**config.mk**
```make
export PLATFORM = sky130hd
export DESIGN_NAME = window_serializer_flat
export DESIGN_NICKNAME = d
export VERILOG_FILES = /design/src/rtl/win_pkg.sv /design/src/rtl/window_serializer_if.sv /design/src/rtl/line_buffer.sv /design/src/rtl/window_serializer.sv /design/src/flat_wrapper.sv
export SDC_FILE = /design/constraint.sdc
export NUM_CORES = 1
export LEC_CHECK = 0
export CAP_MARGIN = 5
export CORE_AREA = 2 2 174 210
export CTS_CLUSTER_SIZE = 28
export DETAILED_ROUTE_END_ITERATION = 10
export DIE_AREA = 0 0 176 212
export GPL_ROUTABILITY_DRIVEN = 0
export HOLD_SLACK_MARGIN = 0.05
export PLACE_DENSITY = 0.63
export SETUP_SLACK_MARGIN = 0.05
export SLEW_MARGIN = 40
export SYNTH_ARGS = -nofsm -noshare
export SYNTH_HDL_FRONTEND = slang
export SYNTH_SLANG_ARGS = --single-unit
```
**constraint.sdc**
```tcl
create_clock -name clk -period 4.3 [get_ports clk]
set_clock_uncertainty 0.15 [all_clocks]
set_input_delay 0.43 -clock clk [delete_from_list [all_inputs] [get_ports clk]]
set_output_delay 0.43 -clock clk [all_outputs]
set_load 0.01 [all_outputs]
```
**src/rtl/win_pkg.sv**
```systemverilog
// rtl/win_pkg.sv - shared types and constants for the 3x3 window serializer
package win_pkg;

  typedef enum logic {
    ACCEPT = 1'b0,
    EMIT   = 1'b1
  } state_e;

  localparam int WIN_TAPS = 9;
  localparam int IDX_W    = 4;

  typedef logic [IDX_W-1:0] idx_t;

  localparam idx_t LAST_IDX = idx_t'(WIN_TAPS - 1);

endpackage

```
**src/rtl/window_serializer_if.sv**
```systemverilog
// rtl/window_serializer_if.sv - pixel-in / window-out stream bundle
interface window_serializer_if #(
  parameter int DATA_W = 8
);

  logic              frame_start;
  logic [DATA_W-1:0] pix_in;
  logic              pix_valid;
  logic              pix_ready;
  logic [DATA_W-1:0] out_data;
  logic              out_valid;
  logic              out_first;
  logic              out_last;

  modport master (
    output frame_start,
    output pix_in,
    output pix_valid,
    input  pix_ready,
    input  out_data,
    input  out_valid,
    input  out_first,
    input  out_last
  );

  modport slave (
    input  frame_start,
    input  pix_in,
    input  pix_valid,
    output pix_ready,
    output out_data,
    output out_valid,
    output out_first,
    output out_last
  );

endinterface

```
**src/rtl/line_buffer.sv**
```systemverilog
// rtl/line_buffer.sv - single-port row store, asynchronous read of the old word, write on the clock edge
module line_buffer #(
  parameter int DEPTH  = 16,
  parameter int DATA_W = 8,
  localparam int AW    = (DEPTH > 1) ? $clog2(DEPTH) : 1
) (
  input  logic              clk,
  input  logic              we,
  input  logic [AW-1:0]     addr,
  input  logic [DATA_W-1:0] wdata,
  output logic [DATA_W-1:0] rdata
);

  logic [DATA_W-1:0] mem_q [DEPTH];

  // Read returns the pre-write contents, so a same-cycle write never bypasses.
  assign rdata = mem_q[addr];

  always_ff @(posedge clk) begin
    if (we) begin
      mem_q[addr] <= wdata;
    end
  end

endmodule

```
**src/rtl/window_serializer.sv**
```systemverilog
// rtl/window_serializer.sv - buffers two rows and serializes each interior 3x3 window, 9 beats per window
// Optional WIN_CNT_EN adds a 16-bit emitted-window counter output.
module window_serializer #(
  parameter int IMG_WIDTH = 16,
  parameter int DATA_W    = 8
) (
  input  logic               clk,
  input  logic               rst_n,
  window_serializer_if.slave bus
`ifdef WIN_CNT_EN
  ,
  output logic [15:0]        win_cnt
`endif
);

  import win_pkg::*;

  localparam int              COL_W   = $clog2(IMG_WIDTH);
  localparam logic [COL_W-1:0] COL_MAX = COL_W'(IMG_WIDTH - 1);

  state_e            state_q, state_d;
  logic [COL_W-1:0]  col_q, col_d;
  logic [1:0]        row_q, row_d;
  idx_t              idx_q, idx_d;
  logic [DATA_W-1:0] win_q [WIN_TAPS];
  logic [DATA_W-1:0] win_d [WIN_TAPS];

  logic              pix_ready_q, pix_ready_d;
  logic [DATA_W-1:0] out_data_q, out_data_d;
  logic              out_valid_q, out_valid_d;
  logic              out_first_q, out_first_d;
  logic              out_last_q, out_last_d;

  logic [DATA_W-1:0] lb_top_rd;
  logic [DATA_W-1:0] lb_mid_rd;
  logic              accept;
  logic              win_ready;

  assign accept    = bus.pix_valid && pix_ready_q && !bus.frame_start;
  assign win_ready = accept && (row_q == 2'd2) && (col_q >= COL_W'(2));

  // Accepting a pixel ages the column: the old middle row moves to the top row.
  line_buffer #(.DEPTH(IMG_WIDTH), .DATA_W(DATA_W)) lb_top (
    .clk   (clk),
    .we    (accept),
    .addr  (col_q),
    .wdata (lb_mid_rd),
    .rdata (lb_top_rd)
  );

  line_buffer #(.DEPTH(IMG_WIDTH), .DATA_W(DATA_W)) lb_mid (
    .clk   (clk),
    .we    (accept),
    .addr  (col_q),
    .wdata (bus.pix_in),
    .rdata (lb_mid_rd)
  );

  always_comb begin
    state_d = state_q;
    idx_d   = idx_q;
    col_d   = col_q;
    row_d   = row_q;
    win_d   = win_q;

    if (bus.frame_start) begin
      state_d = ACCEPT;
      idx_d   = '0;
      col_d   = '0;
      row_d   = '0;
    end else begin
      case (state_q)
        ACCEPT: begin
          if (accept) begin
            if (col_q == COL_MAX) begin
              col_d = '0;
              if (row_q != 2'd2) begin
                row_d = row_q + 2'd1;
              end
            end else begin
              col_d = col_q + COL_W'(1);
            end
            // Window is stored row-major: tap r*3+c, row 0 oldest, column 0 leftmost.
            for (int r = 0; r < 3; r++) begin
              win_d[r*3]     = win_q[r*3 + 1];
              win_d[r*3 + 1] = win_q[r*3 + 2];
            end
            win_d[2] = lb_top_rd;
            win_d[5] = lb_mid_rd;
            win_d[8] = bus.pix_in;
            if (win_ready) begin
              state_d = EMIT;
              idx_d   = '0;
            end
          end
        end
        EMIT: begin
          if (idx_q == LAST_IDX) begin
            state_d = ACCEPT;
            idx_d   = '0;
          end else begin
            idx_d = idx_q + idx_t'(1);
          end
        end
        default: begin
          state_d = ACCEPT;
          idx_d   = '0;
        end
      endcase
    end

    // Outputs are registered from the next-state view so the first beat follows the accept by one cycle.
    out_valid_d = (state_d == EMIT);
    out_first_d = out_valid_d && (idx_d == '0);
    out_last_d  = out_valid_d && (idx_d == LAST_IDX);
    out_data_d  = out_valid_d ? win_d[idx_d] : '0;
    pix_ready_d = (state_d == ACCEPT);
  end

  always_ff @(posedge clk or negedge rst_n) begin
    if (!rst_n) begin
      state_q     <= ACCEPT;
      idx_q       <= '0;
      col_q       <= '0;
      row_q       <= '0;
      pix_ready_q <= 1'b1;
      out_data_q  <= '0;
      out_valid_q <= 1'b0;
      out_first_q <= 1'b0;
      out_last_q  <= 1'b0;
    end else begin
      state_q     <= state_d;
      idx_q       <= idx_d;
      col_q       <= col_d;
      row_q       <= row_d;
      pix_ready_q <= pix_ready_d;
      out_data_q  <= out_data_d;
      out_valid_q <= out_valid_d;
      out_first_q <= out_first_d;
      out_last_q  <= out_last_d;
    end
  end

  always_ff @(posedge clk) begin
    win_q <= win_d;
  end

  assign bus.pix_ready = pix_ready_q;
  assign bus.out_data  = out_data_q;
  assign bus.out_valid = out_valid_q;
  assign bus.out_first = out_first_q;
  assign bus.out_last  = out_last_q;

`ifdef WIN_CNT_EN
  logic [15:0] win_cnt_q, win_cnt_d;

  always_comb begin
    win_cnt_d = win_cnt_q;
    if (bus.frame_start) begin
      win_cnt_d = '0;
    end else if (out_last_q) begin
      win_cnt_d = win_cnt_q + 16'd1;
    end
  end

  always_ff @(posedge clk or negedge rst_n) begin
    if (!rst_n) begin
      win_cnt_q <= '0;
    end else begin
      win_cnt_q <= win_cnt_d;
    end
  end

  assign win_cnt = win_cnt_q;
`endif

endmodule

```
**src/flat_wrapper.sv**
```systemverilog
// flat-port wrapper written by rule: the top's interface ports become plain ports
module window_serializer_flat import win_pkg::*;
#(
  parameter int IMG_WIDTH = 16,
  parameter int DATA_W    = 8
)
  (clk, rst_n, bus_frame_start, bus_pix_in, bus_pix_valid, bus_pix_ready, bus_out_data, bus_out_valid, bus_out_first, bus_out_last);
  window_serializer_if #(.DATA_W(DATA_W)) bus_i ();
  input  logic clk;
  input  logic rst_n;
  input wire logic [$bits(bus_i.frame_start)-1:0] bus_frame_start;
  input wire logic [$bits(bus_i.pix_in)-1:0] bus_pix_in;
  input wire logic [$bits(bus_i.pix_valid)-1:0] bus_pix_valid;
  output wire logic [$bits(bus_i.pix_ready)-1:0] bus_pix_ready;
  output wire logic [$bits(bus_i.out_data)-1:0] bus_out_data;
  output wire logic [$bits(bus_i.out_valid)-1:0] bus_out_valid;
  output wire logic [$bits(bus_i.out_first)-1:0] bus_out_first;
  output wire logic [$bits(bus_i.out_last)-1:0] bus_out_last;
  assign bus_i.frame_start = bus_frame_start;
  assign bus_i.pix_in = bus_pix_in;
  assign bus_i.pix_valid = bus_pix_valid;
  assign bus_pix_ready = bus_i.pix_ready;
  assign bus_out_data = bus_i.out_data;
  assign bus_out_valid = bus_i.out_valid;
  assign bus_out_first = bus_i.out_first;
  assign bus_out_last = bus_i.out_last;
  window_serializer #(.IMG_WIDTH(IMG_WIDTH), .DATA_W(DATA_W)) u_core (.clk(clk), .rst_n(rst_n), .bus(bus_i));
endmodule
```
==> flow_metrics.tcl, run 1 <==
set metrics [dict create \
    portBuffers 23 \
    cts.path.max_buffers 3 \
    vias 7753 \
    clk_root_buffer_cell "clkbuf_16" \
    ff2ff_setup_slack_ps 1070 \
    die_h_um 212 \
    synth_seq_area_share_pct 69.5 \
    hold_class "input port to asynchronous set/reset pin" \
    finalSetupTns_ps 0 \
    synth-main-ff-cell "edfxtp_1" \
    drc 0 \
    grtUsageTotal_pct 16.5 \
    p_per_area_mw_per_mm2 464 \
    timing.fmax_mhz 309 \
    path_class "flop to flop" \
    min_period_ps 3230 \
    irDropWorstVdd_uv 330 \
    cts_tree "yes" \
    die_w_um 176 \
    synthCells 940 \
    grt_pass1_wl_um 46800 \
    worst_slew_pin_slew_ps 793 \
    start_kind "flop" \
    grt_antenna_before_repair 0 \
    synth.avg_cell_area_um2 14.8 \
    hold_violations 0 \
    start_util_pct 39.3 \
    final_cells 1481 \
    timing.rr.start "u_core.col_q[0]" \
    detail_route.vias_per_cell 5.23 \
    drt-initial-drc-count 712 \
    synthTopCellsByArea "edfxtp_1, dfxtp_1, mux4_2" \
    yosysMostFrequentCell "edfxtp_1" \
    diodes 0 \
    cts_hold_buf 0 \
    ys_async_sr_fraction_pct 6.29 \
    design.core.area_mm2 0.0355 \
    maxCapViolations 0 \
    outcome "finished clean" \
    die-area_mm2 0.0373 \
    post-synth-top-area-fraction_pct 55.2 \
    synth_seq_cells 350 \
    hpwlAfterDp_um 18500 \
    synth_commonest_cells "edfxtp_1, nand2_1, dfxtp_1" \
    grt_max_degree 81 \
    leakagePower_nw 5.62 \
    fin_util_pct 45.1 \
    final.fill_count 3081 \
    rr_worst_depth 10 \
    finalSetupViolCount 0 \
    postCtsResizedCells 0 \
    num-nets-final 1008 \
    worstReg2RegEnd "u_core.bus.out_data[6]" \
    finalPower_mw 7.42 \
    yosysWarnings 0 \
    max-slew-margin-rel_pct 47.0 \
    grt_pass1_vias 7752 \
    synth_top_area_cell "edfxtp_1" \
    fin_ws_ps 1070 \
    clkTransAtPathRegs_ps 60 \
    dp_cells 1418 \
    cts_buffers 37 \
    post_cts_buffers 0 \
    grt_overflow 0 \
    holdWs_ps 125 \
    final_area_mm2 0.0160 \
    critPathLaunch "u_core.col_q[0]" \
    fin_crit_sh_pct 75.2 \
    cp_max_fo 30 \
    drt_pass1_iterations 5 \
    required_ps 4560 \
    synthesis.area_mm2 0.0139 \
    final_layout_size_suffix_gt1_share_pct 20.7 \
    drt_wl_total_um 30000 \
    slew_viol_final 0 \
    cts_sinks 350 \
    rsz0062_at_grt "no" \
    syn_to_final_growth_pct 14.9 \
    synth_edf_count 256 \
    pre_cts_slack_ps 688 \
    worstPathArrival_ps 3500 \
    syn-num-nets 959 \
    end_kind "flop" \
    clock_latency_ps 530 \
    io_pins 24 \
    dpl_cell_area_mm2 0.0149 \
    placementRows 76 \
    h-tree-depth 2 \
    post_drt_wl_per_cell_um 20.3 \
    ant_nets 0 \
    post_synth_num_cell_types 67 \
    timing.critical_path.to "u_core.bus.out_data[6]" \
]
-- critical path, cell delays in order (launching register included) --
cell      delay, ps
dfrtp_4         490
inv_1           100
ha_1            230
nor4_4           60
o311a_1         320
o21ai_2         460
inv_2           400
nor2_1          210
and3_1          430
a22oi_1         160
o311ai_1         90
-- logic make-up after synthesis --
| kind of cell | Yosys count | synth area share, % |
|---|---|---|
| buf+inv | 63 | 2.40 |
| simple gates | 327 | 9.90 |
| fa+ha+maj | 7 | 0.629 |
| xor+xnor | 4 | 0.251 |
| mux | 101 | 12.3 |
| compound gates | 88 | 5.02 |
| flops | 350 | 69.5 |
-- area by class of cell --
type	instances	area (um2)	share of cell area, %
inverter	11	41.3	0.258
clock buffer	50	1010	6.34
tap	468	586	3.66
multi-input combinational	527	4020	25.1
clock inverter	13	110	0.688
timing repair buffer	62	548	3.42
sequential	350	9690	60.5
-- where the power goes --
| group | total, mW | leakage (nW) | switching (mW) | internal [mW] |
|---|---|---|---|---|
| logic | 0.582 | 1.86 | 0.342 | 0.240 |
| clock network | 2.97 | 0.549 | 1.26 | 1.72 |
| registers | 3.87 | 3.21 | 0.0639 | 3.80 |
| total | 7.42 | 5.62 | 1.66 | 5.76 |
-- state kept, by name, summed over array words and instances (netlist names) --
| register | flops |
|---|---|
| u_core.col_q | 4 |
| u_core.bus.out_last | 1 |
| u_core.lb_top.mem_q | 128 |
| u_core.win_q | 72 |
| u_core.idx_q | 4 |
| u_core.state_q | 1 |
| u_core.lb_mid.mem_q | 128 |
| u_core.bus.out_first | 1 |
| u_core.bus.pix_ready | 1 |
| u_core.row_q | 2 |
| u_core.bus.out_data | 8 |
-- placed cells by master (no fill, tap or decap), types with 4 or more instances in the layout --
cell type / Yosys / final
edfxtp_1: 256 / 256
nand2_1: 231 / 231
dfxtp_1: 72 / 72
mux4_2: 53 / 53
nor2_1: 51 / 39
clkbuf_16: 0 / 37
buf_4: 7 / 37
mux2_2: 32 / 32
clkdlybuf4s50_1: 0 / 23
dfrtp_1: 21 / 18
mux2i_1: 14 / 14
nor2_2: 0 / 12
o22ai_1: 11 / 11
inv_1: 9 / 9
nand3_1: 9 / 9
clkbuf_1: 13 / 9
clkinv_1: 1 / 7
o21ai_0: 7 / 7
a21oi_1: 7 / 7
o21ba_1: 7 / 7
o221ai_1: 7 / 7
ha_1: 7 / 7
nor3_2: 2 / 6
nand2b_1: 5 / 5
or3_1: 5 / 5
a22oi_1: 5 / 5
o31ai_1: 7 / 5
a31oi_1: 5 / 5
o211ai_1: 5 / 5
clkbuf_8: 0 / 4
-- routing by layer --
metal  share of wire, %  wire [um]  track usage [%]
met5                  0          0                0
met4                1.7        517             3.93
met3                4.1       1220             2.32
met2                 49      14800             27.7
met1                 45      13400             22.8
-- worst min path at each step --
stage,start,to,slack [ps],cells past startpoint
floorplan,rst_n,u_core.bus.out_data[0],-20,0
global placement,u_core.win_q[18],u_core.win_q[18],280,2
detailed placement,u_core.win_q[40],u_core.win_q[40],280,2
CTS,rst_n,u_core.col_q[0],120,2
global route,rst_n,u_core.bus.out_data[5],140,2
finish,rst_n,u_core.bus.out_data[4],130,2
No activity file was read; power rests on OpenSTA's default activity.
==> run 2, diff against run 1 <==
Clock period 4.3 ns to 3.35 ns, I/O delays scaled along.
==> flow_metrics.tcl, run 2 (synthesis results as in run 1) <==
set metrics [dict create \
    num-nets-final 1025 \
    placementRows 76 \
    finalSetupTns_ps 0 \
    irDropWorstVdd_uv 321 \
    cts_tree "yes" \
    hold_class "input port to asynchronous set/reset pin" \
    post_cts_buffers 0 \
    detail_route.vias_per_cell 5.19 \
    leakagePower_nw 5.73 \
    outcome "finished clean" \
    cts_buffers 38 \
    drc 0 \
    reg_top3 "u_core.lb_mid.mem_q: 128 flops, u_core.lb_top.mem_q: 128 flops, u_core.win_q: 72 flops" \
    maxCapViolations 0 \
    final_layout_size_suffix_gt1_share_pct 22.0 \
    min_period_ps 2900 \
    hold_violations 0 \
    grt_overflow 0 \
    critical_path.slowest_cell "nor3b_2" \
    cts_sinks 350 \
    cts.path.max_buffers 3 \
    fin_crit_sh_pct 86.5 \
    required_ps 3630 \
    cts_hold_buf 0 \
    drt-initial-drc-count 703 \
    die-area_mm2 0.0373 \
    final.fill_count 3070 \
    hpwlAfterDp_um 19500 \
    grt_max_degree 58 \
    cp_top_family "simple AND/OR/NAND/NOR gates" \
    p_per_area_mw_per_mm2 597 \
    end_kind "flop" \
    postCtsResizedCells 0 \
    diodes 0 \
    die_w_um 176 \
    seqPwrFrac_pct 51.4 \
    p_int_mw 7.54 \
    mostFrequentLayoutCells "edfxtp_1, nand2_1, dfxtp_1, mux4_2, buf_4" \
    max-slew-margin-rel_pct 51.6 \
    slowest_delay_ps 570 \
    ant_nets 0 \
    design.core.area_mm2 0.0355 \
    die_h_um 212 \
    clk_root_buffer_cell "clkbuf_16" \
    clkTransAtPathRegs_ps 60 \
    vias 7792 \
    finalPower_mw 9.69 \
    p_switching_mw 2.14 \
    final_area_mm2 0.0162 \
    rsz0062_at_grt "no" \
    drt_wl_total_um 30200 \
    clockPowerShare_pct 40.7 \
    portBuffers 23 \
    post_drt_wl_per_cell_um 20.1 \
    finalSetupViolCount 0 \
    timing.fmax_mhz 345 \
    grtUsageTotal_pct 16.7 \
    comb_power_share_pct 8.0 \
    drt_pass1_iterations 5 \
    crit_chain "ha_1 > nor4_4 > nor3_2 > o41ai_4 > nor3b_2 > o21ai_0 > a2bb2oi_1 > o211ai_1" \
    io_pins 24 \
    h-tree-depth 2 \
    worst_slew_pin_slew_ps 726 \
    swShare_pct 22.1 \
    grt_pass1_vias 8105 \
    crit_buf_inv 0 \
    path_class "flop to flop" \
    slew_viol_final 0 \
    dpl_cell_area_mm2 0.0151 \
    grt_pass1_wl_um 47700 \
    final_common_cell "edfxtp_1" \
    start_util_pct 39.3 \
    grt_antenna_before_repair 0 \
    fin_util_pct 45.8 \
    clock_latency_ps 520 \
    start_kind "flop" \
    cp_max_fo 14 \
    syn_to_final_growth_pct 16.5 \
    worstPathArrival_ps 3180 \
]
-- run 2: power groups by stage --
stage / Combinational [mW] / Sequential (mW) / Clock (mW)
after floorplan: 0.535 / 5.03 / 0
after global placement: 0.759 / 5.05 / 0
after detailed placement: 0.773 / 5.06 / 0
after CTS: 0.778 / 4.97 / 4.02
after global routing: 0.861 / 4.99 / 4.19
final: 0.772 / 4.97 / 3.94
-- run 2: layout make-up --
type / count / area, um2 / share of cell area [%]
clock inverter: 10 / 72.6 / 0.447
clock buffer: 57 / 1100 / 6.77
timing repair buffer: 78 / 693 / 4.27
inverter: 11 / 41.3 / 0.254
tap: 468 / 586 / 3.61
multi-input combinational: 527 / 4060 / 25.0
sequential: 350 / 9690 / 59.7
-- run 2: final timing paths --
kind                                        from                     end  slack (ps)  cells past startpoint
worst max register to register   u_core.col_q[1]  u_core.bus.out_data[4]         450                      8
max in group asynchronous                  rst_n  u_core.bus.out_data[5]        2340                      2
min in group clk                u_core.win_q[64]        u_core.win_q[64]         300                      2
worst max-delay path             u_core.col_q[1]  u_core.bus.out_data[4]         450                      8
worst min register to register  u_core.win_q[64]        u_core.win_q[64]         300                      2
worst min-delay path                       rst_n    u_core.bus.out_first         100                      1
-- run 2: routing by layer --
metal	up-vias	track usage [%]	wire length (um)
li1	3627	-	-
met3	51	3.06	1500
met4	0	4.93	755
met2	195	27.8	14600
met1	3919	22.5	13400
met5	-	0	0
-- run 2: per-stage QoR --
stage                     hold slack (ps)  setup slack, ps  std cells
final                                97.8              454       1501
after global routing                  112              267       1501
after CTS                             104              437       1501
after detailed placement              283              359       1434
after global placement                274              409       1434
after floorplan                      -111              102        940
==> run 3, diff against run 2 <==
Settings changed: GPL_ROUTABILITY_DRIVEN 0 to default.
Clock period 3.35 ns to 2.7 ns, I/O delays scaled along.
==> flow_metrics.tcl, run 3 (synthesis results as in run 1) <==
set metrics [dict create \
    slew_viol_final 0 \
    design.core.area_mm2 0.0355 \
    crit_chain "buf_4 > clkbuf_16 > buf_4 > mux4_2 > nor2_2 > nor3_1 > a211o_1 > mux2_2 > a22oi_1 > o211ai_1" \
    syn_to_final_growth_pct 22.8 \
    place.gp.congestion 0.788 \
    grt_max_degree 44 \
    cts_buffers 36 \
    mostFrequentLayoutCells "edfxtp_1, nand2_1, buf_4, dfxtp_1, mux4_2" \
    dr.max_layer_used "met4" \
    path_class "flop to flop" \
    critical_path.slowest_cell "dfrtp_4" \
    vias 8131 \
    cts.path.max_buffers 3 \
    required_ps 2920 \
    drt-initial-drc-count 597 \
    reg_top3 "u_core.lb_mid.mem_q: 128 flops, u_core.lb_top.mem_q: 128 flops, u_core.win_q: 72 flops" \
    holdWs_ps 299 \
    final.fill_count 2985 \
    grt_pass1_wl_um 48200 \
    drc 0 \
    clock_latency_ps 500 \
    post_drt_wl_per_cell_um 20.4 \
    num-nets-final 1083 \
    finalSetupViolCount 0 \
    final_layout_size_suffix_gt1_share_pct 28.9 \
    grt_antenna_before_repair 0 \
    p_per_area_mw_per_mm2 698 \
    hold_violations 0 \
    final_area_mm2 0.0171 \
    multi_input_area_mm2 0.00424 \
    die_h_um 212 \
    hold_depth 2 \
    timing.fmax_mhz 381 \
    maxCapViolations 0 \
    dp_cells 1468 \
    clkTransAtPathRegs_ps 60 \
    drt_wl_total_um 31800 \
    rr_worst_depth 10 \
    cts_sinks 350 \
    final-seq-area_mm2 0.00969 \
    final_cells 1558 \
    finalPower_mw 11.9 \
    worstPathArrival_ps 2840 \
    cp_max_fo 9 \
    crit_buf_inv 3 \
    finalSetupTns_ps 0 \
    start_util_pct 39.3 \
    crit_top_cell "buf_4" \
    fin_crit_sh_pct 97.3 \
    worst_slew_pin_slew_ps 711 \
    ant_nets 0 \
    leakagePower_nw 6.10 \
    irDropWorstVdd_uv 447 \
    outcome "finished clean" \
    rsz0062_at_grt "yes" \
    diodes 0 \
    final_common_cell "edfxtp_1" \
    cts_tree "yes" \
    min_period_ps 2630 \
    hpwlAfterDp_um 20100 \
    clk_root_buffer_cell "clkbuf_16" \
    grt_pass1_vias 8261 \
    grt_overflow 0 \
    start_kind "flop" \
    slowest_delay_ps 500 \
    die-area_mm2 0.0373 \
    die_w_um 176 \
    drt-met1-wl_um 13600 \
    wl_met3_um 1790 \
    placementRows 76 \
    max-slew-margin-rel_pct 52.6 \
    hold_class "flop to flop" \
    cp_top_family "multiplexers" \
    io_pins 24 \
    end_kind "flop" \
    dpl_cell_area_mm2 0.0156 \
    detail_route.vias_per_cell 5.22 \
    grtUsageTotal_pct 17.1 \
    drt_pass1_iterations 5 \
    portBuffers 23 \
    worst-path-stages 10 \
    h-tree-depth 2 \
    wl_met2_um 15700 \
]
## run 3: routing by layer
layer	vias to the layer above	track usage, %
met5	-	0
met4	0	4.50
met3	52	3.27
met2	245	29.1
met1	4080	22.7
li1	3754	-
## run 3: report_power, final
group          internal, mW  switching (mW)  leakage, nW  total (mW)
combinational         0.498           0.602         2.35        1.10
sequential             6.06           0.104         3.20        6.16
clock                  2.75            1.94        0.552        4.69
total                  9.30            2.65         6.10        11.9
## run 3: cell type report
cell class | count | area share, %
Multi-Input combinational cell | 527 | 24.8
Inverter | 11 | 0.270
Tap cell | 468 | 3.42
Sequential cell | 350 | 56.6
Clock inverter | 19 | 0.789
Clock buffer | 45 | 5.70
Timing Repair Buffer | 138 | 8.46
## run 3: worst paths after layout
kind / end / slack [ps] / startpoint
worst max-delay path: u_core.bus.out_data[5] / 70 / u_core.col_q[0]
worst min-delay path: u_core.win_q[68] / 300 / u_core.win_q[68]
worst max register to register: u_core.bus.out_data[5] / 70 / u_core.col_q[0]
worst min register to register: u_core.win_q[68] / 300 / u_core.win_q[68]
max in group asynchronous: u_core.bus.pix_ready / 1220 / rst_n
min in group asynchronous: u_core.idx_q[1] / 520 / rst_n
## run 3: repair_timing
item,CTS,global route
resized for setup,5,29
endpoints found under the setup margin,7,8
buffers inserted,0,23
hold endpoints to repair,10,0
hold buffers,1,0
cloned,0,2
pin swaps,0,14
## run 3: per-stage QoR
stage	setup slack, ps	util (%)
final	73.6	48.3
after global routing	-28.9	48.3
after CTS	56.4	47.2
after detailed placement	-51.7	44.0
after global placement	-26.0	44.0
after floorplan	-259	-
## run 3: worst register-to-register path: stages (launching register included)
cell and delay (ps):
dfrtp_4 500, buf_4 170, clkbuf_16 170, buf_4 140, mux4_2 420, nor2_2 90, nor3_1 50, a211o_1 260
mux2_2 270, a22oi_1 180, o211ai_1 110
